File: src/rtl/lbsmm_pkg.sv
// Shared definitions for the sign-magnitude dot-product block:
// the FSM state encoding and the accumulator saturation limits.
package lbsmm_pkg;

    typedef enum logic [1:0] {
        ST_ACC   = 2'd0,
        ST_FLUSH = 2'd1,
        ST_HOLD  = 2'd2
    } state_t;

    // Widest accumulator the limit helper can describe.
    localparam int SAT_MAX_W = 64;

    // Two's complement bound of an acc_w-bit accumulator; the caller keeps the low acc_w bits.
    function automatic logic signed [SAT_MAX_W-1:0] sat_limit(input int acc_w, input logic neg);
        logic signed [SAT_MAX_W-1:0] one;
        one = 1;
        if (neg) begin
            return -(one <<< (acc_w - 1));
        end
        return (one <<< (acc_w - 1)) - one;
    endfunction

endpackage

File: src/rtl/lbsmm_mag_mul.sv
// Combinational sign-magnitude multiplier: shift-and-add over the magnitude bits,
// with any zero-magnitude product forced to +0.
module lbsmm_mag_mul #(
    parameter int W = 4
) (
    input  logic [W-1:0]       a,
    input  logic [W-1:0]       b,
    output logic               sign,
    output logic [2*(W-1)-1:0] mag
);
    localparam int MW = W - 1;
    localparam int PW = 2 * MW;

    logic [MW-1:0] a_mag;
    logic [MW-1:0] b_mag;
    logic [PW-1:0] part [MW+1];

    assign a_mag   = a[W-2:0];
    assign b_mag   = b[W-2:0];
    assign part[0] = '0;

    // Running sum of partial products, one adder per magnitude bit of b.
    generate
        for (genvar gi = 0; gi < MW; gi++) begin : g_pp
            assign part[gi+1] = part[gi] + (b_mag[gi] ? (PW'(a_mag) << gi) : '0);
        end
    endgenerate

    assign mag  = part[MW];
    assign sign = (a[W-1] ^ b[W-1]) & (|part[MW]);

endmodule

File: src/rtl/lbsmm_dot.sv
// Streaming sign-magnitude dot product: two-stage multiply/accumulate with a
// saturating two's complement accumulator and a valid/ready result handshake.
module lbsmm_dot
    import lbsmm_pkg::*;
#(
    parameter int W     = 4,
    parameter int LEN   = 8,
    parameter int ACC_W = 16
) (
    input  logic             clk,
    input  logic             rst,
    input  logic             in_valid,
    output logic             in_ready,
    input  logic             in_last,
    input  logic [W-1:0]     a,
    input  logic [W-1:0]     b,
    output logic             out_valid,
    input  logic             out_ready,
    output logic [ACC_W-1:0] out_data,
    output logic             out_sat
);
    localparam int PW = 2 * (W - 1);
    localparam int CW = $clog2(LEN);

    localparam logic [SAT_MAX_W-1:0] LIM_HI_FULL = sat_limit(ACC_W, 1'b0);
    localparam logic [SAT_MAX_W-1:0] LIM_LO_FULL = sat_limit(ACC_W, 1'b1);
    localparam logic [ACC_W-1:0]     LIM_HI      = LIM_HI_FULL[ACC_W-1:0];
    localparam logic [ACC_W-1:0]     LIM_LO      = LIM_LO_FULL[ACC_W-1:0];
    localparam logic [CW-1:0]        LAST_IDX    = CW'(LEN - 1);

    state_t          state_reg, state_next;
    logic [CW-1:0]   count_reg;
    logic            s1_valid_reg;
    logic            s1_sign_reg;
    logic [PW-1:0]   s1_mag_reg;
    logic [ACC_W-1:0] acc_reg;
    logic            sat_reg;

    logic            mul_sign;
    logic [PW-1:0]   mul_mag;
    logic            accept;
    logic            closing;
    logic            drain;
    logic [ACC_W:0]  mag_ext;
    logic [ACC_W:0]  prod_ext;
    logic [ACC_W:0]  sum_ext;
    logic            ovf;
    logic [ACC_W-1:0] acc_next;

    lbsmm_mag_mul #(.W(W)) u_mag_mul (
        .a    (a),
        .b    (b),
        .sign (mul_sign),
        .mag  (mul_mag)
    );

    assign accept  = in_valid && (state_reg == ST_ACC);
    assign closing = accept && (in_last || count_reg == LAST_IDX);
    assign drain   = out_valid && out_ready;

    // One guard bit above the accumulator exposes overflow of the signed add.
    assign mag_ext  = (ACC_W + 1)'(s1_mag_reg);
    assign prod_ext = s1_sign_reg ? -mag_ext : mag_ext;
    assign sum_ext  = {acc_reg[ACC_W-1], acc_reg} + prod_ext;
    assign ovf      = sum_ext[ACC_W] ^ sum_ext[ACC_W-1];
    assign acc_next = ovf ? (sum_ext[ACC_W] ? LIM_LO : LIM_HI) : sum_ext[ACC_W-1:0];

    always_ff @(posedge clk or posedge rst) begin
        if (rst) begin
            state_reg <= ST_ACC;
        end else begin
            state_reg <= state_next;
        end
    end

    always_comb begin
        state_next = state_reg;
        in_ready   = 1'b0;
        out_valid  = 1'b0;
        unique case (state_reg)
            ST_ACC: begin
                in_ready = 1'b1;
                if (in_valid && (in_last || count_reg == LAST_IDX)) begin
                    state_next = ST_FLUSH;
                end
            end
            ST_FLUSH: begin
                state_next = ST_HOLD;
            end
            ST_HOLD: begin
                out_valid = 1'b1;
                if (out_ready) begin
                    state_next = ST_ACC;
                end
            end
            default: begin
                state_next = ST_ACC;
            end
        endcase
    end

    always_ff @(posedge clk or posedge rst) begin
        if (rst) begin
            count_reg    <= '0;
            s1_valid_reg <= 1'b0;
            s1_sign_reg  <= 1'b0;
            s1_mag_reg   <= '0;
            acc_reg      <= '0;
            sat_reg      <= 1'b0;
        end else begin
            s1_valid_reg <= accept;
            if (accept) begin
                s1_sign_reg <= mul_sign;
                s1_mag_reg  <= mul_mag;
            end
            if (drain) begin
                acc_reg   <= '0;
                sat_reg   <= 1'b0;
                count_reg <= '0;
            end else begin
                if (s1_valid_reg) begin
                    acc_reg <= acc_next;
                    if (ovf) begin
                        sat_reg <= 1'b1;
                    end
                end
                // The closing pair leaves the count in place; only the handshake rewinds it.
                if (accept && !closing) begin
                    count_reg <= count_reg + CW'(1);
                end
            end
        end
    end

    assign out_data = acc_reg;
    assign out_sat  = sat_reg;

endmodule

File: config.mk
export PLATFORM = sky130hd
export DESIGN_NAME = lbsmm_dot
export DESIGN_NICKNAME = d
export VERILOG_FILES = /design/src/rtl/lbsmm_pkg.sv /design/src/rtl/lbsmm_mag_mul.sv /design/src/rtl/lbsmm_dot.sv
export SDC_FILE = /design/constraint.sdc
export NUM_CORES = 1
export LEC_CHECK = 0
export CAP_MARGIN = 20
export CORE_UTILIZATION = 57
export DETAILED_ROUTE_END_ITERATION = 10
export GPL_ROUTABILITY_DRIVEN = 0
export PLACE_DENSITY = 0.87
export SLEW_MARGIN = 30
export SYNTH_ARGS = -nofsm -noshare
export SYNTH_HDL_FRONTEND = slang
export SYNTH_SLANG_ARGS = --single-unit
File: constraint.sdc
create_clock -name clk -period 4.1 [get_ports clk]
set_clock_uncertainty 0.1 [all_clocks]
set_input_delay 0.82 -clock clk [delete_from_list [all_inputs] [get_ports clk]]
set_output_delay 0.82 -clock clk [all_outputs]
set_load 0.005 [all_outputs]
# After elaboration in Yosys (flattened, before gate mapping)
# Cells that the tools add are included.
# classes
add_sub_neg,5
shifts,0
eq_ne,5
n_div,0
multipliers,0
n_bitwise,3
muxes,18
n_reduce_logical,14
order_cmp,0
# op_table
operator,n
$mux 16,4
$add 17x17->17,1
$mux 17,1
$neg 6->17,1
$add 6x6->6,2
$mux 3,3
$pmux 2 s3,1
$reduce_bool 2->1,3
$reduce_or 6->1,1
$logic_and 1x1->1,5
$mux 1,5
$mux 5,1
$mux 2,2
$mux 4,1
$reduce_and 2->1,2
$add 3x1->3 const B,1
$eq 3x3->1 const B,1
$eq 2x1->1 const B,1
$eq 2x2->1 const B,1
$logic_not 2->1,1
$ne 2x1->1 const B,1
$ne 2x2->1 const B,1
$xor 1x1->1,2
$and 1x1->1,1
other kinds (2),2
# word_totals
latchBits,0
rom_bits,0
mem_count,0
in_bits,13
elab_cells,52
out_inout_bits,19
mem_bits_rw,0
ff_bits,30

# Depth between registers and ports, before layout
# Gate-level depths: netlist of run 1.
# depth
ltp_word,7
ltp_mapped,14
depth_no_buf,13

# By module
# Synthesis of run 1 repeated with hierarchy kept, for this count alone.
# unflattened
hier_cells,260
hier_area_um2,2548.7
# modules_own_cells
mod,area_each_um2,seq_area_each_um2,instances,cells_per_inst
lbsmm_dot,2324.7,750.7,1,234
lbsmm_mag_mul,224.0,0.0,1,26

# Worst setup path after synthesis of run 1
# OpenSTA, ideal clock, no wires.
# synth_path
path_kind,flip-flop to flip-flop
from,reg s1_mag_reg[2]
to,reg acc_reg[5] (netlist: out_data[5])
path_slack_ns,0.573
required_ns,3.927
synth_period_minus_slack_ns,3.527
path_buffers,1
setup_time_ns,0.073
path_stages_with_launch,15
arrival_ns,3.354
cell_sequence,dfrtp_1 or3_4 nor3_1 ha_1 nand2_1 o21ai_0 ha_1 a21oi_1 o2bb2ai_1 a21o_2 a221o_2 xnor2_4 buf_6 maj3_2 a21oi_2
# synth_between
elab_chain_len,7
word_cells_on_any_way,8
classes_between,2 x add/sub; 5 x mux; 1 x bitwise
# synth_lines
item,line_no,rtl
from (decl),lbsmm_dot.sv:35,logic [PW-1:0] s1_mag_reg;
from (signal assigned),lbsmm_dot.sv:114,s1_mag_reg <= mul_mag;
$neg 6->17,lbsmm_dot.sv:63,assign prod_ext = s1_sign_reg ? -mag_ext : mag_ext;
$mux 17 *,lbsmm_dot.sv:63,
$add 17x17->17 *,lbsmm_dot.sv:64,"assign sum_ext = {acc_reg[ACC_W-1], acc_reg} + prod_ext;"
$mux 16 / $xor 1x1->1 (equally long branches),"lbsmm_dot.sv:66, lbsmm_dot.sv:65",
$mux 16 *,lbsmm_dot.sv:66,assign acc_next = ovf ? (sum_ext[ACC_W] ? LIM_LO : LIM_HI) : sum_ext[ACC_W-1:0];
$mux 16 *,lbsmm_dot.sv:121,if (s1_valid_reg) begin
$mux 16 *,lbsmm_dot.sv:116,if (drain) begin
to (signal assigned),lbsmm_dot.sv:122,acc_reg <= acc_next;
to (decl),lbsmm_dot.sv:36,logic [ACC_W-1:0] acc_reg;
# Every way passes the cells marked *; elsewhere a longest branch is shown, timed or not. The select of a mux whose other input is x is not followed.
# A chain may end at the register's enable or synchronous reset.

# Worst setup path after layout of run 1
# layout_path
from,reg s1_mag_reg[2]
to,reg acc_reg[4] (netlist: out_data[4])
# Same word-level chain as after synthesis.

==> results of run 1 <==
-- cell type report --
class / count / share of cell area (%)
multi-input combinational: 230 / 57.74
sequential: 30 / 24.28
timing repair buffer: 35 / 11.39
clock buffer: 6 / 2.667
tap: 52 / 2.101
inverter: 15 / 1.818
-- metrics by stage --
step / utilization (%) / total power [mW]
after floorplan: - / 2.338
final: 69.68 / 3.210
after global routing: 69.68 / 3.461
after global placement: 67.68 / 2.849
after detailed placement: 67.68 / 2.912
after CTS: 69.54 / 3.189
-- worst min-delay path by stage --
stage	start	end	slack [ns]	depth (start not counted)
floorplan	out_sat	out_sat	0.39	2
global placement	out_sat	out_sat	0.38	2
detailed placement	out_sat	out_sat	0.40	2
CTS	out_sat	out_sat	0.41	2
global route	out_sat	out_sat	0.46	2
finish	out_sat	out_sat	0.41	2
-- kinds of logic after synthesis --
kind of cell	after synthesis	synth area share, %
flops	30	28.00
fa+ha+maj	44	20.35
buf+inv	27	5.506
mux	5	1.960
simple gates	70	12.65
compound gates	92	23.66
xor+xnor	19	7.886
-- report_power, final --
group	internal (mW)	switching, mW
logic	1.18	1.23
registers	0.422	0.139
clock network	0.129	0.107
-- worst max-delay path: cells and delay by family (launching register included) --
family	cells	cell delay (ns)
compound gates	6	1.30
fa+ha+maj	3	0.93
buf+inv	1	0.18
xor+xnor	1	0.21
simple gates	3	0.65
flops	1	0.43
-- layout by cell type, fill, tap and decap left out, drive strengths merged, types with 3 or more instances in the layout --
cell type	instances
clkdlybuf4s50	31
dfrtp	30
nand2	28
o21ai	28
ha	27
a21oi	25
inv	15
maj3	14
nor2	13
xnor2	13
a21o	8
nand3	6
and2	6
clkbuf	6
xor2	6
and3	5
buf	4
o21a	3
a21boi	3
mux2i	3
fa	3
a211oi	3
o31ai	3
-- routing by layer --
layer  GRT usage [%]  vias up  wire length, um
met4           10.89        0              132
met3           5.128       16              288
met5               0        -                0
li1                -     1081                -
met2           46.06       69             3060
met1           30.53     1095             2614
==> flow_metrics.env, run 1 <==
export IMPL_via_per_inst=6.144
export IMPL_postCtsHoldBufs=0
export IMPL_drive_gt1_share_pct=13.92
export IMPL_cp_start_kind="flop"
export IMPL_rr_worst_depth=14
export IMPL_initial_utilization_pct=60.33
export IMPL_grt_pass1_vias=2227
export IMPL_seq_area_frac_synth_pct=28.00
export IMPL_slowest_stage="dfrtp_1"
export IMPL_max_slew_worst_pin_slew_ns=0.6849
export IMPL_grtUsageTotal_pct=25.84
export IMPL_yosys_warnings=0
export IMPL_dp_cells=362
export IMPL_dp_hpwl_mm=4.517
export IMPL_synth_seq_cells=30
export IMPL_ff2ff_setup_slack_ns=0.21
export IMPL_clock_latency_ns=0.29
export IMPL_dieWidth_um=70.59
export IMPL_fmax_mhz=257.1
export IMPL_die_h_um=70.59
export IMPL_tns_ns=0
export IMPL_fin_crit_sh_pct=94.86
export IMPL_drt_wl_total_mm=6.096
export IMPL_synth_area_um2=2681
export IMPL_synth_top_flop_cell="dfrtp_1"
export IMPL_synthTopCellsByArea="dfrtp_1 (28%), ha_1 (13%), o21ai_0 (5.2%), nand2_1 (3.9%), xnor2_1 (3.6%)"
export IMPL_layout_nets=360
export IMPL_num_antenna_cells=0
export IMPL_largest_reg_flops=16
export IMPL_run_status="complete, but fails checks"
export IMPL_finalHoldViolations=0
export IMPL_path_clk_slew_ns=0.06
export IMPL_layout_cells_non_filler=368
export IMPL_avgRoutedWirePerCell_um=16.57
export IMPL_grt_max_degree=35
export IMPL_ir_drop_mv=0.5670
export IMPL_drc=4
export IMPL_numCtsBuffers=5
export IMPL_grt_overflow=0
export IMPL_first_iter_violations=119
export IMPL_synth_edf_count=0
export IMPL_stdcell_area_um2=3097
export IMPL_syn_inst=287
export IMPL_cts_tree="built"
export IMPL_drv_cap=0
export IMPL_rsz0062_at_grt="no"
export IMPL_numClockSinks=30
export IMPL_cts_setup_buffers=0
export IMPL_power_static_leakage_nw=1.401
export IMPL_antenna_found_initial=0
export IMPL_crit_start="s1_mag_reg[2]"
export IMPL_final_seq_area_um2=752.0
export IMPL_grt_first_pass_wirelength_mm=10.10
export IMPL_crit_fanout=12
export IMPL_io_buffers=31
export IMPL_area_growth_pct=15.49
export IMPL_endpoint="out_data[4]"
export IMPL_synth_cell_types=60
export IMPL_design_core_area_um2=4444
export IMPL_cts_buffer_depth=2
export IMPL_required_ns=4.20
export IMPL_drt_pass1_iterations=7
export IMPL_synthTopCellsByCount="dfrtp_1 (30), nand2_1 (28), o21ai_0 (28)"
export IMPL_cpPeakStageDelay_ns=0.43
export IMPL_cts_resized=0
export IMPL_syn_nets=330
export IMPL_r2r_start="s1_mag_reg[2]"
export IMPL_multi_input_area_um2=1788
export IMPL_yosysTopAreaCell="dfrtp_1"
export IMPL_violations="DRC"
export IMPL_slew_headroom_pct=54.29
export IMPL_ant_nets=0
export IMPL_die_area_um2=4982
export IMPL_slew_violations=0
export IMPL_vias=2261
export IMPL_synth_top_area_share_pct=28.00
export IMPL_r2r_end="out_data[4]"
export IMPL_htreeDepth=2
export IMPL_crit_path_cell_trace="or3_4 -> nor3_2 -> ha_1 -> nand2_1 -> o21ai_0 -> ha_1 -> a21oi_1 -> o2bb2ai_1 -> a21o_2 -> a221o_2 -> xnor2_4 -> buf_12 -> maj3_1 -> a21oi_1"
export IMPL_row_count=24
export IMPL_whs_ns=0.4094
export IMPL_setup_viol=0
export IMPL_ios=32
export IMPL_arrival_ns=3.99
export IMPL_layout_setup_ws_ns=0.2107
export IMPL_min_period_ns=3.889
export IMPL_synth_area_per_cell_um2=9.343
export IMPL_dpl_worst_slack_ns=0.2397
export IMPL_fill_cells=363
export IMPL_end_kind="flop"
export IMPL_worstHoldPathType="reg2reg"
export IMPL_powerDensity_nw_per_um2=1037
export IMPL_postPlaceCellArea_um2=3008
export IMPL_root_buffer="clkbuf_8"
export IMPL_synth_most_common_cell="dfrtp_1"
export IMPL_worstSetupPathType="reg2reg"
export IMPL_async_reset_ff_share_pct=100.0
Power figures use the tool's default switching activity.
==> run 2: changes to the inputs <==
--- a/config.mk
+++ b/config.mk
@@ -6,6 +6,7 @@
 export NUM_CORES = 1
 export LEC_CHECK = 0
 export CAP_MARGIN = 20
+export CORE_MARGIN = 5
 export CORE_UTILIZATION = 57
 export DETAILED_ROUTE_END_ITERATION = 10
 export GPL_ROUTABILITY_DRIVEN = 0
==> flow_metrics.env, run 2 (synthesis gave the netlist of run 1 again) <==
export IMPL_powerDensity_nw_per_um2=1040
export IMPL_row_count=25
export IMPL_tns_ns=0
export IMPL_final_cell_mix="clkdlybuf4s50_1 (31), dfrtp_1 (29), nand2_1 (28), o21ai_0 (28), ha_1 (27)"
export IMPL_final_seq_area_um2=752.0
export IMPL_layout_nets=359
export IMPL_largest_reg_flops=16
export IMPL_crit_cells=14
export IMPL_rr_worst_depth=14
export IMPL_whs_ns=0.4044
export IMPL_fmax_mhz=263.5
export IMPL_finalHoldViolations=0
export IMPL_io_buffers=31
export IMPL_max_slew_worst_pin_slew_ns=0.6344
export IMPL_path_clk_slew_ns=0.06
export IMPL_grt_pass1_vias=2224
export IMPL_dieWidth_um=78.59
export IMPL_grt_first_pass_wirelength_mm=10.09
export IMPL_avgRoutedWirePerCell_um=15.83
export IMPL_required_ns=4.21
export IMPL_setup_viol=0
export IMPL_critPathTopFamily="compound AO/OA/AOI/OAI gates"
export IMPL_numClockSinks=30
export IMPL_htreeDepth=2
export IMPL_via_per_inst=6.094
export IMPL_r2r_start="s1_mag_reg[2]"
export IMPL_die_h_um=78.59
export IMPL_drive_gt1_share_pct=14.20
export IMPL_cpPeakStageDelay_ns=0.42
export IMPL_slew_headroom_pct=57.64
export IMPL_fill_cells=371
export IMPL_worstHoldPathType="reg2reg"
export IMPL_root_buffer="clkbuf_8"
export IMPL_endpoint="out_data[4]"
export IMPL_slew_violations=0
export IMPL_drc=0
export IMPL_r2r_end="out_data[4]"
export IMPL_layout_commonest_cell="clkdlybuf4s50_1"
export IMPL_ir_drop_mv=0.5163
export IMPL_cts_setup_buffers=0
export IMPL_first_iter_violations=104
export IMPL_worstSetupPathType="reg2reg"
export IMPL_slowest_stage="dfrtp_1"
export IMPL_rsz0062_at_grt="no"
export IMPL_area_growth_pct=15.63
export IMPL_drt_pass1_iterations=4
export IMPL_crit_start="s1_mag_reg[2]"
export IMPL_power_static_leakage_nw=1.400
export IMPL_num_antenna_cells=0
export IMPL_grt_overflow=0
export IMPL_multi_input_area_um2=1788
export IMPL_ios=32
export IMPL_drt_wl_total_mm=5.872
export IMPL_initial_utilization_pct=57.92
export IMPL_antenna_found_initial=0
export IMPL_cts_buffer_depth=2
export IMPL_ff2ff_setup_slack_ns=0.30
export IMPL_die_area_um2=6176
export IMPL_run_status="complete, no violations"
export IMPL_grt_max_degree=35
export IMPL_dp_hpwl_mm=4.644
export IMPL_grtUsageTotal_pct=20.41
export IMPL_ant_nets=0
export IMPL_cts_tree="built"
export IMPL_min_period_ns=3.795
export IMPL_crit_path_cell_trace="or3_4 -> nor3_2 -> ha_1 -> nand2_1 -> o21ai_0 -> ha_1 -> a21oi_1 -> o2bb2ai_1 -> a21o_2 -> a221o_2 -> xnor2_4 -> buf_12 -> maj3_1 -> a21oi_1"
export IMPL_fin_crit_sh_pct=92.56
export IMPL_clock_latency_ns=0.29
export IMPL_crit_buf_inv=1
export IMPL_arrival_ns=3.90
export IMPL_vias=2261
export IMPL_crit_fanout=14
export IMPL_cp_start_kind="flop"
export IMPL_numCtsBuffers=5
export IMPL_end_kind="flop"
export IMPL_total_power_mw=3.223
export IMPL_drv_cap=0
export IMPL_design_core_area_um2=4629
==> run 2: area by class of cell <==
class | instances | share of cell area [%]
Tap cell | 54 | 2.179
Multi-Input combinational cell | 230 | 57.67
Inverter | 15 | 1.816
Clock buffer | 7 | 2.785
Sequential cell | 30 | 24.25
Timing Repair Buffer | 34 | 11.14
Clock inverter | 1 | 0.1614
==> run 2: worst min path at each step <==
| stage | from | to | slack, ns | depth (start not counted) |
|---|---|---|---|---|
| floorplan | out_sat | out_sat | 0.39 | 2 |
| global placement | out_sat | out_sat | 0.39 | 2 |
| detailed placement | out_sat | out_sat | 0.39 | 2 |
| CTS | out_sat | out_sat | 0.40 | 2 |
| global route | out_sat | out_sat | 0.44 | 2 |
| finish | out_sat | out_sat | 0.40 | 2 |
==> run 2: what timing repair did <==
item	in CTS	in global routing
hold buffers	0	0
endpoints found under the hold margin	0	0
gates resized for setup	0	1
setup endpoints to repair	0	9
==> run 2: report_power, final <==
group | switching (mW) | leakage, nW | internal, mW
registers | 0.148 | 0.363 | 0.422
clock network | 0.112 | 0.0482 | 0.135
logic | 1.21 | 0.989 | 1.20
==> run 2: worst min-delay path, cell delays in order (launching register included) <==
cell and delay, ns:
dfrtp_1 0.34, nand2_1 0.05, nand3_1 0.08
==> run 2: metrics by stage <==
step                setup WS [ns]  util [%]  instance area, um^2  cells
detailed placement         0.2016     64.86                 3003    363
CTS                        0.1750     66.84                 3094    371
floorplan                  0.5733         -                 2681    287
global placement           0.3297     64.86                 3003    363
global route              0.02977     66.97                 3100    371
finish                     0.3049     66.97                 3100    371
==> run 2: metal layers <==
metal	part of all wire, %	track usage (%)	up-vias
met1	42	24.87	1071
met5	0	0	-
met2	50	35.48	85
li1	-	-	1088
met4	2.7	6.993	0
met3	5.8	4.358	17
==> run 3: changes to the inputs <==
--- a/config.mk
+++ b/config.mk
@@ -7,10 +7,11 @@
 export LEC_CHECK = 0
 export CAP_MARGIN = 20
 export CORE_MARGIN = 5
-export CORE_UTILIZATION = 57
+export CORE_UTILIZATION = 61
 export DETAILED_ROUTE_END_ITERATION = 10
 export GPL_ROUTABILITY_DRIVEN = 0
-export PLACE_DENSITY = 0.87
+export PLACE_DENSITY = 0.92
+export RECOVER_POWER = 50
 export SLEW_MARGIN = 30
 export SYNTH_ARGS = -nofsm -noshare
 export SYNTH_HDL_FRONTEND = slang
==> constraint.sdc (replaced) <==
create_clock -name clk -period 4.7 [get_ports clk]
set_clock_uncertainty 0.1 [all_clocks]
set_input_delay 0.94 -clock clk [delete_from_list [all_inputs] [get_ports clk]]
set_output_delay 0.94 -clock clk [all_outputs]
set_load 0.005 [all_outputs]
==> flow_metrics.env, run 3 (synthesis gave the netlist of run 1 again) <==
export IMPL_run_status="complete, but fails checks"
export IMPL_slew_violations=31
export IMPL_cts_buffer_depth=2
export IMPL_grt_first_pass_wirelength_mm=9.949
export IMPL_dieWidth_um=76.30
export IMPL_drv_cap=1
export IMPL_ios=32
export IMPL_fin_crit_sh_pct=87.56
export IMPL_grtUsageTotal_pct=20.69
export IMPL_drive_gt1_share_pct=13.29
export IMPL_clock_latency_ns=0.29
export IMPL_drc=0
export IMPL_numCtsBuffers=5
export IMPL_power_static_leakage_nw=1.385
export IMPL_finalHoldViolations=0
export IMPL_grt_pass1_vias=2162
export IMPL_cts_resized=0
export IMPL_worstHoldPathType="reg2reg"
export IMPL_dp_hpwl_mm=4.319
export IMPL_avgRoutedWirePerCell_um=16.02
export IMPL_postCtsHoldBufs=0
export IMPL_row_count=24
export IMPL_final_cell_mix="dfrtp_1 (29), nand2_1 (28), o21ai_0 (28)"
export IMPL_cts_setup_buffers=0
export IMPL_min_period_ns=4.116
export IMPL_design_core_area_um2=4324
export IMPL_rsz0062_at_grt="no"
export IMPL_drt_wl_total_mm=5.896
export IMPL_max_slew_worst_pin_slew_ns=1.628
export IMPL_endpoint="out_data[7]"
export IMPL_layout_commonest_cell="dfrtp_1"
export IMPL_io_buffers=31
export IMPL_arrival_ns=4.17
export IMPL_via_per_inst=6.065
export IMPL_fill_cells=337
export IMPL_r2r_end="out_data[7]"
export IMPL_numClockSinks=30
export IMPL_worstSetupPathType="reg2reg"
export IMPL_first_iter_violations=208
export IMPL_ir_drop_mv=0.5119
export IMPL_largest_reg_flops=16
export IMPL_num_antenna_cells=0
export IMPL_violations="capacitance limit, slew limit"
export IMPL_initial_utilization_pct=62.01
export IMPL_ant_nets=0
export IMPL_tns_ns=0
export IMPL_ff2ff_setup_slack_ns=0.58
export IMPL_grt_max_degree=35
export IMPL_cts_tree="built"
export IMPL_end_kind="flop"
export IMPL_die_h_um=76.30
export IMPL_powerDensity_nw_per_um2=889.3
export IMPL_fmax_mhz=243.0
export IMPL_layout_nets=358
export IMPL_cp_start_kind="flop"
export IMPL_rr_worst_depth=13
export IMPL_r2r_start="s1_mag_reg[2]"
export IMPL_root_buffer="clkbuf_8"
export IMPL_crit_start="s1_mag_reg[2]"
export IMPL_area_growth_pct=14.61
export IMPL_antenna_found_initial=0
export IMPL_grt_overflow=0
export IMPL_whs_ns=0.3940
export IMPL_die_area_um2=5822
export IMPL_crit_fanout=19
export IMPL_drt_pass1_iterations=4
export IMPL_setup_viol=0
export IMPL_htreeDepth=2
export IMPL_required_ns=4.75
export IMPL_path_clk_slew_ns=0.07
export IMPL_slew_headroom_pct=-8.528
export IMPL_vias=2232
run 3: through the flow:
| step | instance area (um^2) | total power, mW | util (%) | worst slack (ns) | cells |
|---|---|---|---|---|---|
| 6_report | 3073 | 2.733 | 71.06 | 0.5845 | 368 |
| 5_1_grt | 3073 | 2.957 | 71.06 | 0.3977 | 368 |
| 4_1_cts | 3075 | 2.717 | 71.12 | 0.6267 | 368 |
| 3_5_place_dp | 2980 | 2.476 | 68.92 | 0.6902 | 360 |
| 3_3_place_gp | 2980 | 2.402 | 68.92 | 0.8819 | 360 |
| 2_1_floorplan | 2681 | 2.039 | - | 1.173 | 287 |
run 3: per-layer routing:
layer	global-route usage, %	vias up	routed length [um]
li1	-	1087	-
met1	24.61	1065	2440
met2	36.39	69	3010
met3	5.437	11	345
met4	5.944	0	99
met5	0	-	0
run 3: critical path, cell delays in order (launching register included):
cell and delay, ns:
dfrtp_1 0.43, or3_4 0.42, nor3_1 0.31, ha_1 0.31
nand2_1 0.06, o21ai_0 0.12, ha_1 0.33, a21oi_1 0.21
o2bb2ai_1 0.12, a21o_2 0.20, a221o_2 0.40, xnor2_4 0.56
maj3_2 0.34, a21oi_2 0.05
run 3: worst min-delay path by stage:
stage                       start      end  slack [ns]  cells past startpoint
after floorplan           out_sat  out_sat        0.39                      2
after global placement    out_sat  out_sat        0.38                      2
after detailed placement  out_sat  out_sat        0.39                      2
after CTS                 out_sat  out_sat        0.40                      2
after global routing      out_sat  out_sat        0.42                      2
final                     out_sat  out_sat        0.39                      2
run 3: area by class of cell:
class	count	area, um^2	share of cell area (%)
clock inverter	2	12.51	0.4072
timing repair buffer	33	321.6	10.46
multi-input combinational	230	1783	58.02
clock buffer	6	82.58	2.687
inverter	15	56.30	1.832
sequential	30	752.0	24.47
tap	52	65.06	2.117
run 3: power by group:
group	switching [mW]	internal, mW
Sequential	0.127	0.368
Combinational	1.04	0.976
Clock	0.107	0.118
Total	1.27	1.46
